<file path="src/rtl/iq_decim_accum.sv">
// ---------------------------------------------------------------------------
// iq_decim_accum
//   Decimating I/Q block accumulator. Sums DECIM consecutive signed I and Q
//   samples and presents each completed block sum on a valid/ready style
//   output register. A new block sum that lands on an unaccepted result
//   replaces it and raises the sticky overrun flag.
//
// Parameters
//   IN_W   signed input sample width
//   DECIM  samples per output block (power of two, 2..16)
//   OUT_W  derived: IN_W + log2(DECIM). A full-scale block cannot overflow.
//
// Ports
//   clk        rising-edge clock
//   reset      synchronous active-high reset, overrides every other input
//   sample_en  one-cycle strobe qualifying i_in / q_in
//   i_in,q_in  signed input samples
//   restart    drop the partial block; the output side is untouched
//   clr_ovr    clear the sticky overrun flag (a same-cycle set wins)
//   out_valid  i_out / q_out hold a completed block sum
//   out_ready  consumer accepts the current result
//   i_out,q_out signed block sums
//   overrun    sticky: an unaccepted result was overwritten
// ---------------------------------------------------------------------------
module iq_decim_accum #(
  parameter int IN_W  = 8,
  parameter int DECIM = 4,
  localparam int CNT_W = $clog2(DECIM),
  localparam int OUT_W = IN_W + CNT_W
) (
  input  logic                    clk,
  input  logic                    reset,
  input  logic                    sample_en,
  input  logic signed [IN_W-1:0]  i_in,
  input  logic signed [IN_W-1:0]  q_in,
  input  logic                    restart,
  input  logic                    clr_ovr,
  output logic                    out_valid,
  input  logic                    out_ready,
  output logic signed [OUT_W-1:0] i_out,
  output logic signed [OUT_W-1:0] q_out,
  output logic                    overrun
);

  typedef enum logic [0:0] {
    ST_EMPTY = 1'b0,
    ST_FULL  = 1'b1
  } state_t;

  localparam logic [CNT_W-1:0] CNT_LAST = CNT_W'(DECIM - 1);

  logic [CNT_W-1:0]        cnt_r;
  logic signed [OUT_W-1:0] acc_i_r;
  logic signed [OUT_W-1:0] acc_q_r;
  state_t                  state_r;
  logic                    out_valid_r;
  logic signed [OUT_W-1:0] i_out_r;
  logic signed [OUT_W-1:0] q_out_r;
  logic                    overrun_r;

  logic signed [OUT_W-1:0] ext_i_s;
  logic signed [OUT_W-1:0] ext_q_s;
  logic signed [OUT_W-1:0] sum_i_s;
  logic signed [OUT_W-1:0] sum_q_s;
  logic                    take_s;
  logic                    blk_done_s;
  logic                    ovr_set_s;

  // Sign-extended running sums and block-completion decode.
  always_comb begin
    ext_i_s    = {{(OUT_W-IN_W){i_in[IN_W-1]}}, i_in};
    ext_q_s    = {{(OUT_W-IN_W){q_in[IN_W-1]}}, q_in};
    sum_i_s    = acc_i_r + ext_i_s;
    sum_q_s    = acc_q_r + ext_q_s;
    // restart discards a same-cycle sample entirely
    take_s     = sample_en & ~restart;
    blk_done_s = take_s & (cnt_r == CNT_LAST);
    if (state_r == ST_FULL) begin
      ovr_set_s = blk_done_s & ~out_ready;
    end else begin
      ovr_set_s = 1'b0;
    end
  end

  // Input side: sample counter and accumulators.
  always_ff @(posedge clk) begin
    if (reset) begin
      cnt_r   <= '0;
      acc_i_r <= '0;
      acc_q_r <= '0;
    end else if (restart) begin
      cnt_r   <= '0;
      acc_i_r <= '0;
      acc_q_r <= '0;
    end else if (take_s) begin
      if (cnt_r == CNT_LAST) begin
        // block complete: sum goes to the output registers, start fresh
        cnt_r   <= '0;
        acc_i_r <= '0;
        acc_q_r <= '0;
      end else begin
        cnt_r   <= cnt_r + CNT_W'(1);
        acc_i_r <= sum_i_s;
        acc_q_r <= sum_q_s;
      end
    end else begin
      cnt_r   <= cnt_r;
      acc_i_r <= acc_i_r;
      acc_q_r <= acc_q_r;
    end
  end

  // Output side: EMPTY/FULL state machine with registered result.
  always_ff @(posedge clk) begin
    if (reset) begin
      state_r     <= ST_EMPTY;
      out_valid_r <= 1'b0;
      i_out_r     <= '0;
      q_out_r     <= '0;
    end else begin
      case (state_r)
        ST_EMPTY: begin
          if (blk_done_s) begin
            state_r     <= ST_FULL;
            out_valid_r <= 1'b1;
            i_out_r     <= sum_i_s;
            q_out_r     <= sum_q_s;
          end
        end
        ST_FULL: begin
          if (blk_done_s) begin
            // new sum replaces the held one whether or not it was accepted
            state_r     <= ST_FULL;
            out_valid_r <= 1'b1;
            i_out_r     <= sum_i_s;
            q_out_r     <= sum_q_s;
          end else if (out_ready) begin
            state_r     <= ST_EMPTY;
            out_valid_r <= 1'b0;
          end
        end
        default: begin
          state_r     <= ST_EMPTY;
          out_valid_r <= 1'b0;
        end
      endcase
    end
  end

  // Sticky overrun flag; a set in the same cycle as clr_ovr wins.
  always_ff @(posedge clk) begin
    if (reset) begin
      overrun_r <= 1'b0;
    end else if (ovr_set_s) begin
      overrun_r <= 1'b1;
    end else if (clr_ovr) begin
      overrun_r <= 1'b0;
    end else begin
      overrun_r <= overrun_r;
    end
  end

  assign out_valid = out_valid_r;
  assign i_out     = i_out_r;
  assign q_out     = q_out_r;
  assign overrun   = overrun_r;

endmodule

</file>
<file path="config.mk">
export PLATFORM = sky130hd
export DESIGN_NAME = iq_decim_accum
export DESIGN_NICKNAME = d
export VERILOG_FILES = /design/src/rtl/iq_decim_accum.sv
export SDC_FILE = /design/constraint.sdc
export NUM_CORES = 1
export LEC_CHECK = 0
export CAP_MARGIN = 10
export CORE_MARGIN = 2
export CORE_UTILIZATION = 45
export DETAILED_ROUTE_END_ITERATION = 10
export PLACE_DENSITY = 0.69
export SETUP_SLACK_MARGIN = 0.15
export SLEW_MARGIN = 15
export SYNTH_ARGS = -nofsm -noshare
export SYNTH_HDL_FRONTEND = slang
export SYNTH_SLANG_ARGS = --single-unit
export TNS_END_PERCENT = 30
</file>
<file path="constraint.sdc">
create_clock -name clk -period 7.1 [get_ports clk]
set_clock_uncertainty 0.2 [all_clocks]
set_input_delay 1.42 -clock clk [delete_from_list [all_inputs] [get_ports clk]]
set_output_delay 1.42 -clock clk [all_outputs]
set_load 0.01 [all_outputs]
</file>
# Yosys cells after proc, flatten, opt, wreduce, memory -nomap -nowiden
# Index checks and enable logic that the tools add are counted.
word_totals:
  latch_bits: 0
  regBits: 45
  mem_bits_ro: 0
  input_bits: 22
  ram_bits: 0
  n_memories: 0
  word_cells: 39
  out_inout_bits: 22
classes:
  n_shift: 0
  n_mux: 16
  addsub: 3
  n_eq_ne: 3
  div_mod_pow: 0
  n_reduce_logical: 3
  mul: 0
  magnitude_cmp: 0
  bitwise_logic: 6
ops:
  columns: ["op", "n"]
  rows:
  - ["$mux 10", 4]
  - ["$add 10x8->10", 2]
  - ["$mux 1", 9]
  - ["$pmux 1 s2", 2]
  - ["$and 1x1->1", 3]
  - ["$ne 3x2->1 const B", 1]
  - ["$not 1->1", 3]
  - ["$add 2x1->2 const B", 1]
  - ["$eq 2x2->1 const B", 1]
  - ["$mux 2", 1]
  - ["$ne 2x2->1 const B", 1]
  - ["$reduce_and 2->1", 1]
  - ["$reduce_bool 2->1", 1]
  - ["$reduce_or 2->1", 1]

# Longest topological paths before layout
# Gate-level depths: netlist of the first run.
logic_depth:
  depth_word: 6
  depth_mapped: 9
  depth_no_buf: 9

# Worst setup path before layout of the first run
# Ideal clock, no wire load.
synth_timing:
  path_type: "input to register"
  start: "input i_in[0]"
  end: "register acc_i_r[8]"
  setup_ps: 122
  stages: 9
  required_time_ps: 6778
  arrival_ps: 3036
  path_buffers: 0
  setup_slack_ps: 3742
  path_cell_list: "ha_1 -> inv_1 -> fa_1 -> nor2b_1 -> o21a_1 -> o211a_1 -> nor3_1 -> or2_2 -> a221o_1"
synth_between:
  elab_chain_len: 2
synth_lines:
  columns: ["item", "line_no", "text"]
  rows:
  - ["start, declared", "34", "input logic signed [IN_W-1:0] i_in,"]
  - ["$add 10x8->10", "73", "sum_i_s = acc_i_r + ext_i_s;"]
  - ["$mux 10", "96", "if (cnt_r == CNT_LAST) begin"]
  - ["end signal, assigned", "103", "acc_i_r <= sum_i_s;"]
  - ["end signal, assigned", "108", "acc_i_r <= acc_i_r;"]
  - ["end, declared", "53", "logic signed [OUT_W-1:0] acc_i_r;"]
# Every way passes these cells.
# A chain may end at the register's enable or synchronous reset.

# Final worst setup path of the first run
layout_timing:
  start: "input q_in[0]"
  end: "register q_out_r[8], in the netlist q_out[8]"
layout_between:
  elab_chain_len: 2
layout_lines:
  columns: ["item", "line_no", "text"]
  rows:
  - ["start, declared", "35", "input logic signed [IN_W-1:0] q_in,"]
  - ["$add 10x8->10", "74", "sum_q_s = acc_q_r + ext_q_s;"]
  - ["$mux 10", "123, 131", null]
  - ["end signal, assigned", "127", "q_out_r <= sum_q_s;"]
  - ["end signal, assigned", "136", "q_out_r <= sum_q_s;"]
  - ["end, declared", "58", "logic signed [OUT_W-1:0] q_out_r;"]
# Every way passes these cells. The select of a mux whose other input is x is not followed.

==> run summary, run 1 <==
Max Cap Violations: 0
CP Cell Sequence: clkdlybuf4s50_1 -> ha_1 -> inv_1 -> fa_1 -> nor2b_1 -> o21a_1 -> o211ai_1 -> a31oi_1 -> nor4b_1 -> a211o_1
Sink Count: 45
GPL Wtd Cong: 0.834
most frequent cells in the layout: dfxtp_1, clkdlybuf4s50_1, nand2_1
postcts setup bufs: 0
Core ar.: 0.00551 mm²
CTS tree: built
Slew Viols, Final: 0
Detail Placement HPWL: 4150 µm
Clk Latency, worst-skew pair: 0.30 ns
Die Wd: 79.5 µm
PwrDens: 161 mW/mm²
Post-synth EDFFs: 0
Distinct cells, synth: 49
first-pass GRT wire length: 9860 µm
Largest delay share family, worst path: compound AO/OA/AOI/OAI gates
cts bufs inserted: 5
Slew headroom: 41.4%
CP required: 7.10 ns
Mapped Cells: 311
WL/cell: 13.8 µm
Tcrit/Tclk final: 52.4%
drt drc: 0
RSZ-0062 raised after global routing: false
Clock Tree Buf Depth: 2
vias in the first global route: 2153
asr flop ratio synth: 0%
clock-pin slew on the worst setup and hold paths: 0.09 ns
Placed Area: 0.00305 mm²
Die Y-Extent: 79.5 µm
area of the mapped netlist: 0.00256 mm²
Synth Flop Type: dfxtp_1
reg2reg setup slack: 4.41 ns
Post-Route WL: 5790 µm
Buf/Inv on CP: 2
CTS Hold Bufs: 0
slowest cell on the critical path: clkdlybuf4s50_1
Storage cell area: 901 µm²
H-tree depth: 2
Crit Reg-Reg Startpoint: cnt_r[0]$_SDFFE_PP0P_
syn nets: 354
Worst VDD drop: 0.103 mV
final cell area excluding filler cells: 0.00315 mm²
Final Hold Vio Count: 0
startpoint types: primary input
post_cts resized: 0
Yosys reg bits: 45
Synth Area per Inst: 8.25 µm²
Tot Pwr: 0.508 mW
Fin Hold WS: 0.255 ns
Multi-input gate area: 0.00156 mm²
ANT cells: 0
Iter 0 DRT Violations: 66
total gr overflow: 0
Post-Route Setup TNS: 0 ns
Rows: 27
DIE AREA: 0.00632 mm²
commonest non-fill, non-tap cell in the layout: dfxtp_1
Setup violations, final: 0
Reg2Reg Capture Point: i_out[7]$_SDFFE_PP0P_
router iterations before antenna repair: 4
fin crit period: 3.72 ns
CP Max Fanout: 4
IO Count: 44
CP Class: primary input to flop
Area Growth Syn to Fin: 22.8%
vias: 2301
Final ANT Viol Nets: 0
outcome: complete, no violations
FF-to-FF path depth: 6
gr usage total: 19.7%
root buf cell: clkbuf_8
hold wc startpoint: out_valid$_SDFFE_PP0P_
Pleak: 1.16 nW
largest net degree at the start of global routing: 34
fill count: 505
transition time of the tightest slew-check pin: 0.879 ns
CP peak stage delay: 0.47 ns
Fmax: 269 MHz
Crit. End Element: flop
Final Util: 57.2%
Synthesis Warnings: 0
# port buffers: 43
Worst Hold End: out_valid$_SDFFE_PP0P_
share of cells above drive strength 1: 5.73%
Seq/Total Area, Yosys: 35.1%
number of vias per cell: 5.47
antenna violations before repair: 0
Post-layout nets: 391
path type of the worst min-delay path: flop to flop
worst hold stages: 2
Starting Density: 46.6%
critical path arrival: 3.72 ns
-- Yosys cell counts (2+ instances only) --
master,count,area (µm²)
nand4_1,3,18.8
o21ai_0,6,30.0
or4b_2,2,20.0
or3_1,5,31.3
nand2_1,39,146
a21oi_1,27,135
ha_1,19,238
nor3b_1,6,45.0
nor3_1,12,60.1
fa_1,2,40.0
a211o_1,3,26.3
nor4b_1,3,26.3
o211ai_1,4,30.0
or2_2,2,12.5
nand3_1,4,20.0
o31ai_1,2,15.0
a31oi_1,3,18.8
a22oi_1,8,60.1
nand2b_1,3,18.8
nor4_1,5,31.3
or4_1,2,15.0
nand3b_1,4,30.0
clkbuf_1,16,60.1
a211oi_2,2,25.0
a32oi_1,2,17.5
dfxtp_1,45,901
inv_1,11,41.3
nor2b_1,6,37.5
mux2i_1,3,30.0
o21bai_1,2,15.0
o21a_1,4,30.0
or2_1,2,12.5
a211oi_1,3,22.5
xnor2_1,8,70.1
nor2_1,29,109
-- worst reg2reg max path: cells and delay by family (launching register included) --
kind	cells	cell delay, ns
AO/OA/AOI/OAI	1	0.23
AND/OR/NAND/NOR	2	0.74
buffers and inverters	2	0.51
flip-flops	1	0.36
adder cells (fa/ha/maj)	1	0.55
-- registers in the layout, indices dropped and copies added, names as in the netlist --
name,cells
state_r,1
acc_q_r,10
overrun,1
q_out,10
cnt_r,2
i_out,10
acc_i_r,10
out_valid,1
-- layer usage --
metal  part of all wire (%)  GRT usage [%]  up-vias
met5                      0              0        -
met4                    1.2           6.55        0
met3                    4.3           5.09        6
met2                     48           32.3       48
met1                     47           25.2     1050
li1                       -              -     1197
-- worst max-delay path by stage --
stage                        from  cells past startpoint                      end
final                     q_in[0]                     10    q_out[8]$_SDFFE_PP0P_
after global routing      q_in[0]                     10    q_out[8]$_SDFFE_PP0P_
after CTS                 q_in[0]                     10    q_out[8]$_SDFFE_PP0P_
after detailed placement  q_in[0]                     10    q_out[8]$_SDFFE_PP0P_
after global placement    i_in[0]                     10  acc_i_r[8]$_SDFFE_PP0P_
after floorplan           i_in[0]                      9  acc_i_r[8]$_SDFFE_PP0P_
-- power by group --
group | total (mW) | switching [mW] | internal, mW | leakage, nW
registers | 0.258 | 0.00219 | 0.256 | 0.364
clock network | 0.177 | 0.0893 | 0.0881 | 0.0542
logic | 0.0726 | 0.0382 | 0.0344 | 0.743
total | 0.508 | 0.130 | 0.378 | 1.16
-- metrics by stage --
stage / std cells / setup WS, ns
final: 421 / 3.38
after global routing: 421 / 3.24
after CTS: 421 / 3.42
after detailed placement: 413 / 3.11
after global placement: 413 / 3.17
after floorplan: 311 / 3.74
-- kinds of logic after synthesis --
group / synth area share, %
simple gates: 25.7
buf+inv: 3.95
flops: 35.1
mux: 1.17
xor+xnor: 3.07
compound gates: 20.2
fa+ha+maj: 10.8
-- final cells by class --
class	instances	area share, %
inverter	11	1.31
sequential	45	28.6
timing repair buffer	46	14.4
clock buffer	7	3.06
clock inverter	1	0.159
multi-input combinational	239	49.6
tap	72	2.86
Power figures use the tool's default switching activity.
==> run 2, diff against run 1 <==
- clock period: 7.1 -> 3.75 ns (I/O delays scaled with it)
==> run summary, run 2 (synthesized netlist as in run 1, its figures left out) <==
outcome: complete, no violations
cts bufs inserted: 5
Sink Count: 45
Clk Latency, worst-skew pair: 0.31 ns
slowest cell on the critical path: clkdlybuf4s50_1
CP Class: primary input to flop
WL/cell: 13.8 µm
RSZ-0062 raised after global routing: false
Switch Pwr: 0.259 mW
Clk pwr share: 37.7%
startpoint types: primary input
post_cts resized: 0
Slew headroom: 40.8%
GPL Wtd Cong: 0.922
Fmax: 337 MHz
Rows: 27
drt drc: 0
ANT cells: 0
root buf cell: clkbuf_8
Tot Pwr: 1.01 mW
Flop pwr share: 48.3%
vias: 2326
Max Cap Violations: 0
internal power: 0.751 mW
Crit. End Element: flop
router iterations before antenna repair: 4
DIE AREA: 0.00632 mm²
antenna violations before repair: 0
fin crit period: 2.97 ns
Post-layout nets: 394
Tcrit/Tclk final: 79.2%
CTS Hold Bufs: 0
H-tree depth: 2
postcts setup bufs: 0
Starting Density: 46.6%
Setup violations, final: 0
critical path arrival: 2.97 ns
Area Growth Syn to Fin: 24.0%
Fin Hold WS: 0.259 ns
largest net degree at the start of global routing: 33
Final Util: 57.8%
CP Max Fanout: 3
commonest non-fill, non-tap cell in the layout: dfxtp_1
Die Y-Extent: 79.5 µm
Worst VDD drop: 0.200 mV
CTS tree: built
Clock Tree Buf Depth: 2
path type of the worst min-delay path: flop to flop
Storage cell area: 901 µm²
Pleak: 1.18 nW
first-pass GRT wire length: 10000 µm
Multi-input gate area: 0.00156 mm²
IO Count: 44
transition time of the tightest slew-check pin: 0.888 ns
Final Hold Vio Count: 0
fill count: 512
most frequent cells in the layout: dfxtp_1, clkdlybuf4s50_1, nand2_1
Post-Route WL: 5860 µm
share of cells above drive strength 1: 6.25%
Core ar.: 0.00551 mm²
PwrDens: 317 mW/mm²
clock-pin slew on the worst setup and hold paths: 0.09 ns
total gr overflow: 0
Post-Route Setup TNS: 0 ns
Die Wd: 79.5 µm
CP peak stage delay: 0.46 ns
CP required: 3.75 ns
gr usage total: 19.8%
vias in the first global route: 2181
Final ANT Viol Nets: 0
Slew Viols, Final: 0
number of vias per cell: 5.49
Net Sw Frac: 25.6%
CP Cell Sequence: clkdlybuf4s50_1 -> ha_1 -> inv_1 -> fa_1 -> nor2b_1 -> o21a_1 -> o211a_1 -> nor3_1 -> or2_2 -> a221o_1
# port buffers: 43
Iter 0 DRT Violations: 120
Comb pwr share: 13.9%
Detail Placement HPWL: 4170 µm
-- run 2: cell count changes in the layout (fill, tap and decap cells not counted), sizes merged --
| cell | before | now |
|---|---|---|
| bufinv | 0 | 1 |
| clkbuf | 7 | 6 |
| buf | 3 | 6 |
-- run 2: stage by stage --
step                setup WS (ns)  instances  instance area, µm²
floorplan                    1.06        311                2560
global placement            0.487        416                3070
detailed placement          0.475        416                3070
CTS                         0.788        424                3180
global route                0.617        424                3180
finish                      0.780        424                3180
-- run 2: worst paths after layout --
check                        startpoint                      end  slack, ns  cells past startpoint
setup reg to reg  cnt_r[0]$_SDFFE_PP0P_    i_out[8]$_SDFFE_PP0P_       1.13                      5
hold reg to reg   i_out[2]$_SDFFE_PP0P_    i_out[2]$_SDFFE_PP0P_       0.26                      2
hold / removal    i_out[2]$_SDFFE_PP0P_    i_out[2]$_SDFFE_PP0P_       0.26                      2
setup / recovery                i_in[0]  acc_i_r[8]$_SDFFE_PP0P_       0.78                     10
-- run 2: area by class of cell --
type / instances / area share (%)
inverters: 11 / 1.30
repair buffers: 49 / 14.9
well taps: 72 / 2.83
flip-flops and latches: 45 / 28.3
clock buffers: 6 / 2.28
multi-input cells: 239 / 49.1
clock inverters: 2 / 1.22
-- run 2: power by group through the flow --
stage | clock [mW] | combinational, mW | sequential (mW)
6_report | 0.381 | 0.140 | 0.488
5_1_grt | 0.408 | 0.156 | 0.489
4_1_cts | 0.384 | 0.140 | 0.488
3_5_place_dp | 0 | 0.140 | 0.499
3_3_place_gp | 0 | 0.138 | 0.499
2_1_floorplan | 0 | 0.0920 | 0.498
-- run 2: worst max-delay path: cells and delay by family --
family                   cells  cell delay, ns
adder cells (fa/ha/maj)      2            0.56
buffers and inverters        2            0.52
AND/OR/NAND/NOR              3            0.53
AO/OA/AOI/OAI                3            0.61
-- run 2: layer usage --
layer / share of wire (%) / wire (µm) / vias up / track usage, %
met2: 46 / 2680 / 53 / 31.8
met3: 4.7 / 273 / 8 / 3.62
met4: 1.3 / 76 / 0 / 6.72
met1: 48 / 2830 / 1061 / 26.8
met5: 0 / 0 / - / 0
li1: - / - / 1204 / -
